`config.mk`:
```
export PLATFORM = sky130hd
export DESIGN_NAME = instruction_memory_loadable_flat
export DESIGN_NICKNAME = d
export VERILOG_FILES = /design/src/rtl/instruction_memory_loadable_if.sv /design/src/rtl/instruction_memory_loadable.sv /design/src/flat_wrapper.sv
export SDC_FILE = /design/constraint.sdc
export NUM_CORES = 2
export LEC_CHECK = 0
export BUFFER_PORTS_ARGS = -buffer_cell sky130_fd_sc_hd__buf_2
export CAP_MARGIN = 30
export CORE_MARGIN = 2
export CORE_UTILIZATION = 35
export CTS_CLUSTER_SIZE = 30
export DETAILED_ROUTE_END_ITERATION = 7
export SYNTH_ARGS = -nofsm -noshare
export SYNTH_HDL_FRONTEND = slang
export SYNTH_SLANG_ARGS = --single-unit
```
`constraint.sdc`:
```
create_clock -name clk -period 9.8 [get_ports clk]
set_input_delay 0.49 -clock clk [delete_from_list [all_inputs] [get_ports clk]]
set_output_delay 0.49 -clock clk [all_outputs]
set_load 0.03 [all_outputs]
```
`src/rtl/instruction_memory_loadable_if.sv`:
```
// Load/fetch bus of the loadable instruction memory.
// The force_parity_flip debug signal exists only when IMEM_PARITY_EN is defined.
interface instruction_memory_loadable_if #(
    parameter int unsigned DATA_WIDTH = 32,
    parameter int unsigned ADDR_WIDTH = 32
);
    logic                  load_start;
    logic                  load_valid;
    logic [DATA_WIDTH-1:0] load_data;
    logic                  load_last;
    logic                  load_ready;
    logic                  load_done;
    logic                  ready;
    logic                  fetch_req;
    logic [ADDR_WIDTH-1:0] fetch_addr;
    logic                  fetch_stall;
    logic [DATA_WIDTH-1:0] instr;
    logic                  instr_valid;
    logic                  addr_fault;
    logic                  parity_err;
`ifdef IMEM_PARITY_EN
    logic                  force_parity_flip;
`endif

    modport master (
        output load_start, load_valid, load_data, load_last,
        output fetch_req, fetch_addr, fetch_stall,
`ifdef IMEM_PARITY_EN
        output force_parity_flip,
`endif
        input  load_ready, load_done, ready, instr, instr_valid, addr_fault, parity_err
    );

    modport slave (
        input  load_start, load_valid, load_data, load_last,
        input  fetch_req, fetch_addr, fetch_stall,
`ifdef IMEM_PARITY_EN
        input  force_parity_flip,
`endif
        output load_ready, load_done, ready, instr, instr_valid, addr_fault, parity_err
    );
endinterface

```
`src/rtl/instruction_memory_loadable.sv`:
```
// Loadable instruction memory: words streamed in after reset, then served with 1-cycle latency.
// Optional per-word even parity when IMEM_PARITY_EN is defined.
module instruction_memory_loadable #(
    parameter int unsigned          DATA_WIDTH = 32,
    parameter int unsigned          DEPTH      = 64,
    parameter int unsigned          ADDR_WIDTH = 32,
    parameter logic [DATA_WIDTH-1:0] NOP_WORD  = '0
) (
    input logic                          clk,
    input logic                          rst_n,
    instruction_memory_loadable_if.slave bus
);
    localparam int unsigned IDX_W = $clog2(DEPTH);
    localparam int unsigned CNT_W = IDX_W + 1;

    typedef enum logic [1:0] {StIdle, StLoad, StRun} state_e;

    state_e                state_q;
    logic [IDX_W-1:0]      ptr_q;
    logic [CNT_W-1:0]      cnt_q;
    logic                  load_ready_q;
    logic                  load_done_q;
    logic                  ready_q;
    logic                  instr_valid_q;
    logic                  addr_fault_q;
    logic [DATA_WIDTH-1:0] instr_q;

    logic [DATA_WIDTH-1:0] mem [DEPTH];

    logic                  wr_en;
    logic                  wr_last;
    logic                  fetch_fault;
    logic [ADDR_WIDTH-1:0] word_addr;
    logic [IDX_W-1:0]      rd_idx;

    // Full word address is compared against the count so high address bits never wrap.
    always_comb begin
        wr_en       = (state_q == StLoad) && !bus.load_start && bus.load_valid;
        wr_last     = bus.load_last || (ptr_q == IDX_W'(DEPTH - 1));
        word_addr   = bus.fetch_addr >> 2;
        rd_idx      = word_addr[IDX_W-1:0];
        fetch_fault = (bus.fetch_addr[1:0] != 2'b00) || (word_addr >= ADDR_WIDTH'(cnt_q));
    end

    // Array is deliberately left out of reset.
    always_ff @(posedge clk) begin
        if (wr_en) begin
            mem[ptr_q] <= bus.load_data;
        end
    end

    always_ff @(posedge clk) begin
        if (!rst_n) begin
            state_q       <= StIdle;
            ptr_q         <= '0;
            cnt_q         <= '0;
            load_ready_q  <= 1'b0;
            load_done_q   <= 1'b0;
            ready_q       <= 1'b0;
            instr_valid_q <= 1'b0;
            addr_fault_q  <= 1'b0;
            instr_q       <= NOP_WORD;
        end else begin
            load_done_q <= 1'b0;
            unique case (state_q)
                StIdle: begin
                    if (bus.load_start) begin
                        state_q      <= StLoad;
                        ptr_q        <= '0;
                        cnt_q        <= '0;
                        load_ready_q <= 1'b1;
                    end
                end
                StLoad: begin
                    if (bus.load_start) begin
                        ptr_q <= '0;
                        cnt_q <= '0;
                    end else if (bus.load_valid) begin
                        ptr_q <= ptr_q + 1'b1;
                        cnt_q <= cnt_q + 1'b1;
                        if (wr_last) begin
                            state_q      <= StRun;
                            load_ready_q <= 1'b0;
                            load_done_q  <= 1'b1;
                            ready_q      <= 1'b1;
                        end
                    end
                end
                StRun: begin
                    // A reload request takes priority over any fetch in the same cycle.
                    if (bus.load_start) begin
                        state_q       <= StLoad;
                        ptr_q         <= '0;
                        cnt_q         <= '0;
                        load_ready_q  <= 1'b1;
                        ready_q       <= 1'b0;
                        instr_valid_q <= 1'b0;
                        addr_fault_q  <= 1'b0;
                    end else if (!bus.fetch_stall) begin
                        if (bus.fetch_req) begin
                            instr_valid_q <= 1'b1;
                            addr_fault_q  <= fetch_fault;
                            instr_q       <= fetch_fault ? NOP_WORD : mem[rd_idx];
                        end else begin
                            instr_valid_q <= 1'b0;
                            addr_fault_q  <= 1'b0;
                        end
                    end
                end
                default: state_q <= StIdle;
            endcase
        end
    end

`ifdef IMEM_PARITY_EN
    logic mem_par [DEPTH];
    logic parity_err_q;
    logic rd_par_bad;

    always_ff @(posedge clk) begin
        if (wr_en) begin
            mem_par[ptr_q] <= (^bus.load_data) ^ bus.force_parity_flip;
        end
    end

    assign rd_par_bad = (^mem[rd_idx]) != mem_par[rd_idx];

    // Tracks instr_valid: cleared outside RUN, held under stall.
    always_ff @(posedge clk) begin
        if (!rst_n) begin
            parity_err_q <= 1'b0;
        end else if ((state_q != StRun) || bus.load_start) begin
            parity_err_q <= 1'b0;
        end else if (!bus.fetch_stall) begin
            parity_err_q <= bus.fetch_req && !fetch_fault && rd_par_bad;
        end
    end

    assign bus.parity_err = parity_err_q;
`else
    assign bus.parity_err = 1'b0;
`endif

    assign bus.load_ready  = load_ready_q;
    assign bus.load_done   = load_done_q;
    assign bus.ready       = ready_q;
    assign bus.instr       = instr_q;
    assign bus.instr_valid = instr_valid_q;
    assign bus.addr_fault  = addr_fault_q;

endmodule
```
`src/flat_wrapper.sv`:
```
// flat-port wrapper written by rule: the top's interface ports become plain ports
module instruction_memory_loadable_flat 
#(
    parameter int unsigned          DATA_WIDTH = 32,
    parameter int unsigned          DEPTH      = 64,
    parameter int unsigned          ADDR_WIDTH = 32,
    parameter logic [DATA_WIDTH-1:0] NOP_WORD  = '0
)
  (clk, rst_n, bus_load_start, bus_load_valid, bus_load_data, bus_load_last, bus_fetch_req, bus_fetch_addr, bus_fetch_stall, bus_load_ready, bus_load_done, bus_ready, bus_instr, bus_instr_valid, bus_addr_fault, bus_parity_err);
  instruction_memory_loadable_if #(.DATA_WIDTH(DATA_WIDTH), .ADDR_WIDTH(ADDR_WIDTH)) bus_i ();
  input logic clk;
  input logic rst_n;
  input wire logic [$bits(bus_i.load_start)-1:0] bus_load_start;
  input wire logic [$bits(bus_i.load_valid)-1:0] bus_load_valid;
  input wire logic [$bits(bus_i.load_data)-1:0] bus_load_data;
  input wire logic [$bits(bus_i.load_last)-1:0] bus_load_last;
  input wire logic [$bits(bus_i.fetch_req)-1:0] bus_fetch_req;
  input wire logic [$bits(bus_i.fetch_addr)-1:0] bus_fetch_addr;
  input wire logic [$bits(bus_i.fetch_stall)-1:0] bus_fetch_stall;
  output wire logic [$bits(bus_i.load_ready)-1:0] bus_load_ready;
  output wire logic [$bits(bus_i.load_done)-1:0] bus_load_done;
  output wire logic [$bits(bus_i.ready)-1:0] bus_ready;
  output wire logic [$bits(bus_i.instr)-1:0] bus_instr;
  output wire logic [$bits(bus_i.instr_valid)-1:0] bus_instr_valid;
  output wire logic [$bits(bus_i.addr_fault)-1:0] bus_addr_fault;
  output wire logic [$bits(bus_i.parity_err)-1:0] bus_parity_err;
  assign bus_i.load_start = bus_load_start;
  assign bus_i.load_valid = bus_load_valid;
  assign bus_i.load_data = bus_load_data;
  assign bus_i.load_last = bus_load_last;
  assign bus_i.fetch_req = bus_fetch_req;
  assign bus_i.fetch_addr = bus_fetch_addr;
  assign bus_i.fetch_stall = bus_fetch_stall;
  assign bus_load_ready = bus_i.load_ready;
  assign bus_load_done = bus_i.load_done;
  assign bus_ready = bus_i.ready;
  assign bus_instr = bus_i.instr;
  assign bus_instr_valid = bus_i.instr_valid;
  assign bus_addr_fault = bus_i.addr_fault;
  assign bus_parity_err = bus_i.parity_err;
  instruction_memory_loadable #(.DATA_WIDTH(DATA_WIDTH), .DEPTH(DEPTH), .ADDR_WIDTH(ADDR_WIDTH), .NOP_WORD(NOP_WORD)) u_core (.clk(clk), .rst_n(rst_n), .bus(bus_i));
endmodule
```
Yosys cells after proc, flatten, opt, wreduce, memory -nomap -nowiden
Memory sizes are Yosys's and may differ from the RTL's.
Index checks and enable logic that the tools add are counted.
- flip-flop bits (word level): 52
- bits in writable memories: 2048
- bits of input ports: 71
- output and inout port bits: 38
- word-level logic and storage cells: 78
- memories kept: 1
- add/subtract/negate cells: 2
- $lt $le $gt $ge: 1
- equal/unequal tests: 10
- mux-type cells: 33
- bitwise operators: 5
- reductions and logical operators: 17
- memories (memory ; words ; width ; read ports ; clocked after memory_dff ; write ports ; line ; source):
    u_core.mem ; 64 ; 32 ; 1 ; 0 ; 1 ; instruction_memory_loadable.sv:28 ; logic [DATA_WIDTH-1:0] mem [DEPTH];
- operators with widths (operator ; number):
    $mux 32 ; 1
    $ge 30x7->1 ; 1
    $mux 7 ; 3
    $mux 6 ; 3
    $mux 1 ; 17
    $pmux 7 s2 ; 1
    $pmux 6 s2 ; 1
    $reduce_and 5->1 ; 2
    $mux 2 ; 4
    $ne 2x2->1 const B ; 4
    $reduce_and 4->1 ; 2
    $add 7x1->7 const B ; 1
    $add 6x1->6 const B ; 1
    $eq 6x6->1 const B ; 1
    $reduce_bool 2->1 ; 3
    $not 1->1 ; 5
    $ne 2x1->1 const B ; 2
    $pmux 1 s2 ; 2
    $pmux 2 s2 ; 1
    $reduce_or 4->1 ; 1
    $ne 3x3->1 const B ; 1
    $reduce_and 3->1 ; 1
    $eq 2x1->1 const B ; 1
    $eq 2x2->1 const B ; 1
    6 further kinds ; 8

Longest topological paths before layout
- depth after elaboration: 6
- mapped depth: 15
- mapped depth without buffers: 8

Worst setup path before layout
No wires, ideal clock.
- path type: register to register
- start point: register u_core.state_q[0]
- end point: memory u_core.mem[48][0] (enable)
- library setup time: 503 ps
- arrival time: 4369 ps
- required time: 9297 ps
- slack: 4928 ps
- stages on the path, launching flop included: 6
- path buffers: 2
- period minus slack after synthesis: 4872 ps
- cell sequence: dfxtp_1 -> clkbuf_1 -> nor4bb_1 -> clkbuf_1 -> nand4b_1 -> nor4_1
- longest elaborated chain between the ends: 5
- ends and longest elaborated chain (element ; line ; source):
    start: declaration ; instruction_memory_loadable.sv:18 ; state_e state_q;
    start signal: assignment ; instruction_memory_loadable.sv:54 ; state_q <= StIdle;
    start signal: assignment ; instruction_memory_loadable.sv:68 ; state_q <= StLoad;
    start signal: assignment ; instruction_memory_loadable.sv:82 ; state_q <= StRun;
    $eq 2x1->1 ; instruction_memory_loadable.sv:38 ; wr_en = (state_q == StLoad) && !bus.load_start && bus.load_valid;
    $logic_and 1x1->1 (2 in a row) ; instruction_memory_loadable.sv:38 ;
    $mux 1 ; instruction_memory_loadable.sv:47 ; if (wr_en) begin
    $mux 1 (implied by the code) ; instruction_memory_loadable.sv:48 ; mem[ptr_q] <= bus.load_data;
    end: declaration ; instruction_memory_loadable.sv:28 ;
Every way passes these cells.

Worst setup path in the final report
- start point: input port bus_fetch_addr[2]
- end point: register u_core.instr_q[18], in the netlist u_core.bus.instr[18]
- longest elaborated chain between the ends: 3
- elaborated cells on any way between the ends: 4
- those cells by class: order compare: 1; mux: 1; reduce/logical: 1; memory: 1
- ends and longest elaborated chain (element ; line ; source):
    start: declaration ; flat_wrapper.sv:18 ; input wire logic [$bits(bus_i.fetch_addr)-1:0] bus_fetch_addr;
    $ge 30x7->1 ; instruction_memory_loadable.sv:42 ; fetch_fault = (bus.fetch_addr[1:0] != 2'b00) || (word_addr >= ADDR_WIDTH'(cnt_q));
    $logic_or 1x1->1 ; instruction_memory_loadable.sv:42 ;
    $mux 32 (*) ; instruction_memory_loadable.sv:103 ; instr_q <= fetch_fault ? NOP_WORD : mem[rd_idx];
    end signal: assignment ; instruction_memory_loadable.sv:103 ;
    end: declaration ; instruction_memory_loadable.sv:26 ; logic [DATA_WIDTH-1:0] instr_q;
Mark *: on every way between the ends. The rest lies on a longest branch, timed or not.
A chain may end at the register's enable or synchronous reset.

==> results.sh <==
export IMPL_synth_area_um2=80520
export IMPL_finalCritPeriodShare_pct=38.69
export IMPL_synth_ff_type="edfxtp_1"
export IMPL_final_cell_mix="edfxtp_1, mux4_2, clkbuf_16"
export IMPL_critPathTopFamily="buffers and inverters"
export IMPL_min_period_ns=3.792
export IMPL_p_comb_share_pct=4.5
export IMPL_seqPwrFrac_pct=54.9
export IMPL_whs_ns=0.03571
export IMPL_place_ws_ns=5.099
export IMPL_antenna_found_initial=17
export IMPL_critPathCaptureType="flop"
export IMPL_initial_core_util_pct=35.09
export IMPL_drtIter0Drc=4580
export IMPL_first_pass_iters=7
export IMPL_rsz0062_at_grt="no"
export IMPL_postCtsSetupBuffers=0
export IMPL_grt_pass1_wl_mm=295.2
export IMPL_fmax_mhz=263.7
export IMPL_cp_slowest_cell="buf_4"
export IMPL_root_buffer="clkbuf_16"
export IMPL_clkLatencyLatePin_ns=0.83
export IMPL_worstMarginPinSlew_ns=1.104
export IMPL_syn_to_final_growth_pct=14.18
export IMPL_overflow=0
export IMPL_hold_path_class="in2reg"
export IMPL_avgRoutedWirePerCell_um=30.30
export IMPL_die_w_um=483.6
export IMPL_arrival_ns=4.47
export IMPL_leakage_nw=28.35
export IMPL_cts_buffers_inserted=188
export IMPL_drc=0
export IMPL_crit_path_max_incr_delay_ns=0.76
export IMPL_powerDensity_nw_per_um2=195.1
export IMPL_routed_wl_mm=210.0
export IMPL_gp_congestion=0.7687
export IMPL_hpwlAfterDp_mm=109.3
export IMPL_drv_cap=0
export IMPL_synth_async_reset_ratio_pct=0
export IMPL_setup_violations_final=0
export IMPL_netlist_instances=3492
export IMPL_ir_drop_uv=203.2
export IMPL_crit_type="in2reg"
export IMPL_drive_gt1_share_pct=29.73
export IMPL_core_um2=229500
export IMPL_num_rows=176
export IMPL_power_switching_w=0.003726
export IMPL_cts_clk_slew_worst_paths_ns=0.07
export IMPL_fill_cells=20010
export IMPL_synth_avg_cell_area_um2=23.06
export IMPL_synth_edf_count=2048
export IMPL_viasPerCell=5.503
export IMPL_crit_buf_inv=3
export IMPL_start_kind="input port"
export IMPL_critical_path_required_ns=10.48
export IMPL_tns_ns=0
export IMPL_cts_htree_levels=4
export IMPL_finClkSkew_ns=0.02852
export IMPL_cp_cell_sequence="buf_8 > buf_12 > buf_4 > mux4_2 > mux4_2 > nor3b_1 > or4_1"
export IMPL_grt_usage_pct=17.68
export IMPL_swShare_pct=20.77
export IMPL_hold_viol_final=0
export IMPL_p_int_w=0.01421
export IMPL_path_common_cell="mux4_2"
export IMPL_clock_power_share_pct=40.6
export IMPL_ys_warn_count=0
export IMPL_port_buffers=107
export IMPL_power_total_w=0.01794
export IMPL_crit_fanout=87
export IMPL_max_slew_margin_pct=26.39
export IMPL_antenna_left=0
export IMPL_seq_area_frac_synth_pct=77.67
export IMPL_cts_tree="done"
export IMPL_status="completed"
export IMPL_fin_ws_ns=6.008
export IMPL_finalNetCount=3815
export IMPL_ys_ff_latch=2100
export IMPL_die_area_um2=233900
export IMPL_grt_pass1_vias=38570
export IMPL_grt_start_max_net_pins=114
export IMPL_clockBufferDepth=3
export IMPL_syn_nets=3572
export IMPL_ios=109
export IMPL_final_common_cell="edfxtp_1"
export IMPL_clkSinkCount=2100
export IMPL_num_vias=38150
export IMPL_die_h_um=483.6
export IMPL_synth_cell_types=63
export IMPL_slew_viol_final=0
## cells in the mapped netlist, types with 4 or more instances
master    number  share of area, %
nand2b_1      11             0.085
mux2i_1      101               1.3
edfxtp_1    2048                76
nand4b_1       5             0.054
nor4_1        11             0.085
dfxtp_1       52               1.3
ha_1           9              0.14
a311o_1        5             0.062
or4_1          8             0.075
buf_4         24              0.22
nor2b_1       29              0.23
a211oi_1      21              0.20
a31oi_1        4             0.031
xnor2_1        4             0.044
o31ai_1       13              0.12
nor3_1        14             0.087
a22oi_1       12              0.11
buf_1         20             0.093
o21ai_0       10             0.062
mux4_2       568                16
and3_1         9             0.070
buf_2         50              0.31
and2_1         5             0.039
a221o_1        4             0.050
o21ai_1       10             0.062
inv_1          9             0.042
nand3b_1       6             0.056
nand2_1       57              0.27
nor2_1        96              0.45
or2_2          4             0.031
nor3b_1       18              0.17
a21oi_1       34              0.21
nand3_1       12             0.075
or3b_2         5             0.054
buf_6         20              0.28
o22ai_1       31              0.24
clkbuf_1      84              0.39
a221oi_1      20              0.22
nand4_1        6             0.047
## layout make-up
cell class	count	area, um^2	share of cell area (%)
flip-flops and latches	2100	62540	68.02
multi-input cells	1181	17380	18.90
clock buffers	245	5052	5.495
well taps	3026	3786	4.118
repair buffers	251	2107	2.292
clock inverters	108	998.5	1.086
inverters	13	53.80	0.05852
diodes	9	22.52	0.02450
## metrics by stage
stage / cell area, um^2 / std cells / util, %
4_1_cts: 91790 / 6917 / 40.00
2_1_floorplan: 80520 / 3492 / -
3_5_place_dp: 85660 / 6556 / 37.33
3_3_place_gp: 85170 / 6531 / 37.12
5_1_grt: 91920 / 6927 / 40.06
6_report: 91940 / 6933 / 40.07
## metal layers
layer | global-route usage (%) | vias up | wire length (um) | share of wire, %
li1 | - | 15380 | - | -
met2 | 29.85 | 1471 | 105700 | 50
met1 | 24.06 | 21030 | 86010 | 41
met4 | 4.552 | 8 | 4324 | 2.1
met3 | 2.590 | 263 | 13990 | 6.7
met5 | 0 | - | 52 | 0.025
## power groups by stage
| stage | logic [W] | registers (W) | clock network, W |
|---|---|---|---|
| 2_1_floorplan | 0.000460 | 0.0100 | 0 |
| 3_3_place_gp | 0.000769 | 0.0100 | 0 |
| 3_5_place_dp | 0.000805 | 0.0100 | 0 |
| 4_1_cts | 0.000809 | 0.00985 | 0.00741 |
| 5_1_grt | 0.000858 | 0.00984 | 0.00771 |
| 6_report | 0.000808 | 0.00985 | 0.00728 |
## path summary, 6_finish.rpt
path                         from                    to  slack, ns  depth (start not counted)
min reg2reg  u_core.bus.instr[28]  u_core.bus.instr[28]       0.45                          2
max reg2reg     u_core.state_q[0]    u_core.mem[48][26]       6.61                          5
max             bus_fetch_addr[2]  u_core.bus.instr[18]       6.01                          7
min             bus_load_data[30]    u_core.mem[26][30]       0.04                          1
## repair_timing
| item | 4_1_cts | 5_1_grt |
|---|---|---|
| hold buffers | 8 | 2 |
| hold endpoints to repair | 87 | 6 |
| gates resized for setup | 0 | 0 |
## cells by family (layout without fill, tap and decap cells)
| family | count (synthesis) | count (layout) | share of synthesized area (%) |
|---|---|---|---|
| flops | 2100 | 2100 | 77.67 |
| mux | 672 | 672 | 17.19 |
| simple gates | 301 | 301 | 1.915 |
| buf+inv | 211 | 617 | 1.360 |
| compound gates | 191 | 191 | 1.646 |
| fa+ha+maj | 9 | 9 | 0.1399 |
| xor+xnor | 7 | 7 | 0.07615 |
| other cells | 1 | 10 | 0.004657 |
## registers in the layout, summed over array words and instances, names as in the netlist, 2 cells and up
register,count
u_core.ptr_q,6
u_core.mem,2048
u_core.state_q,2
u_core.cnt_q,7
u_core.bus.instr,32
(Power assumes the default switching activity.)
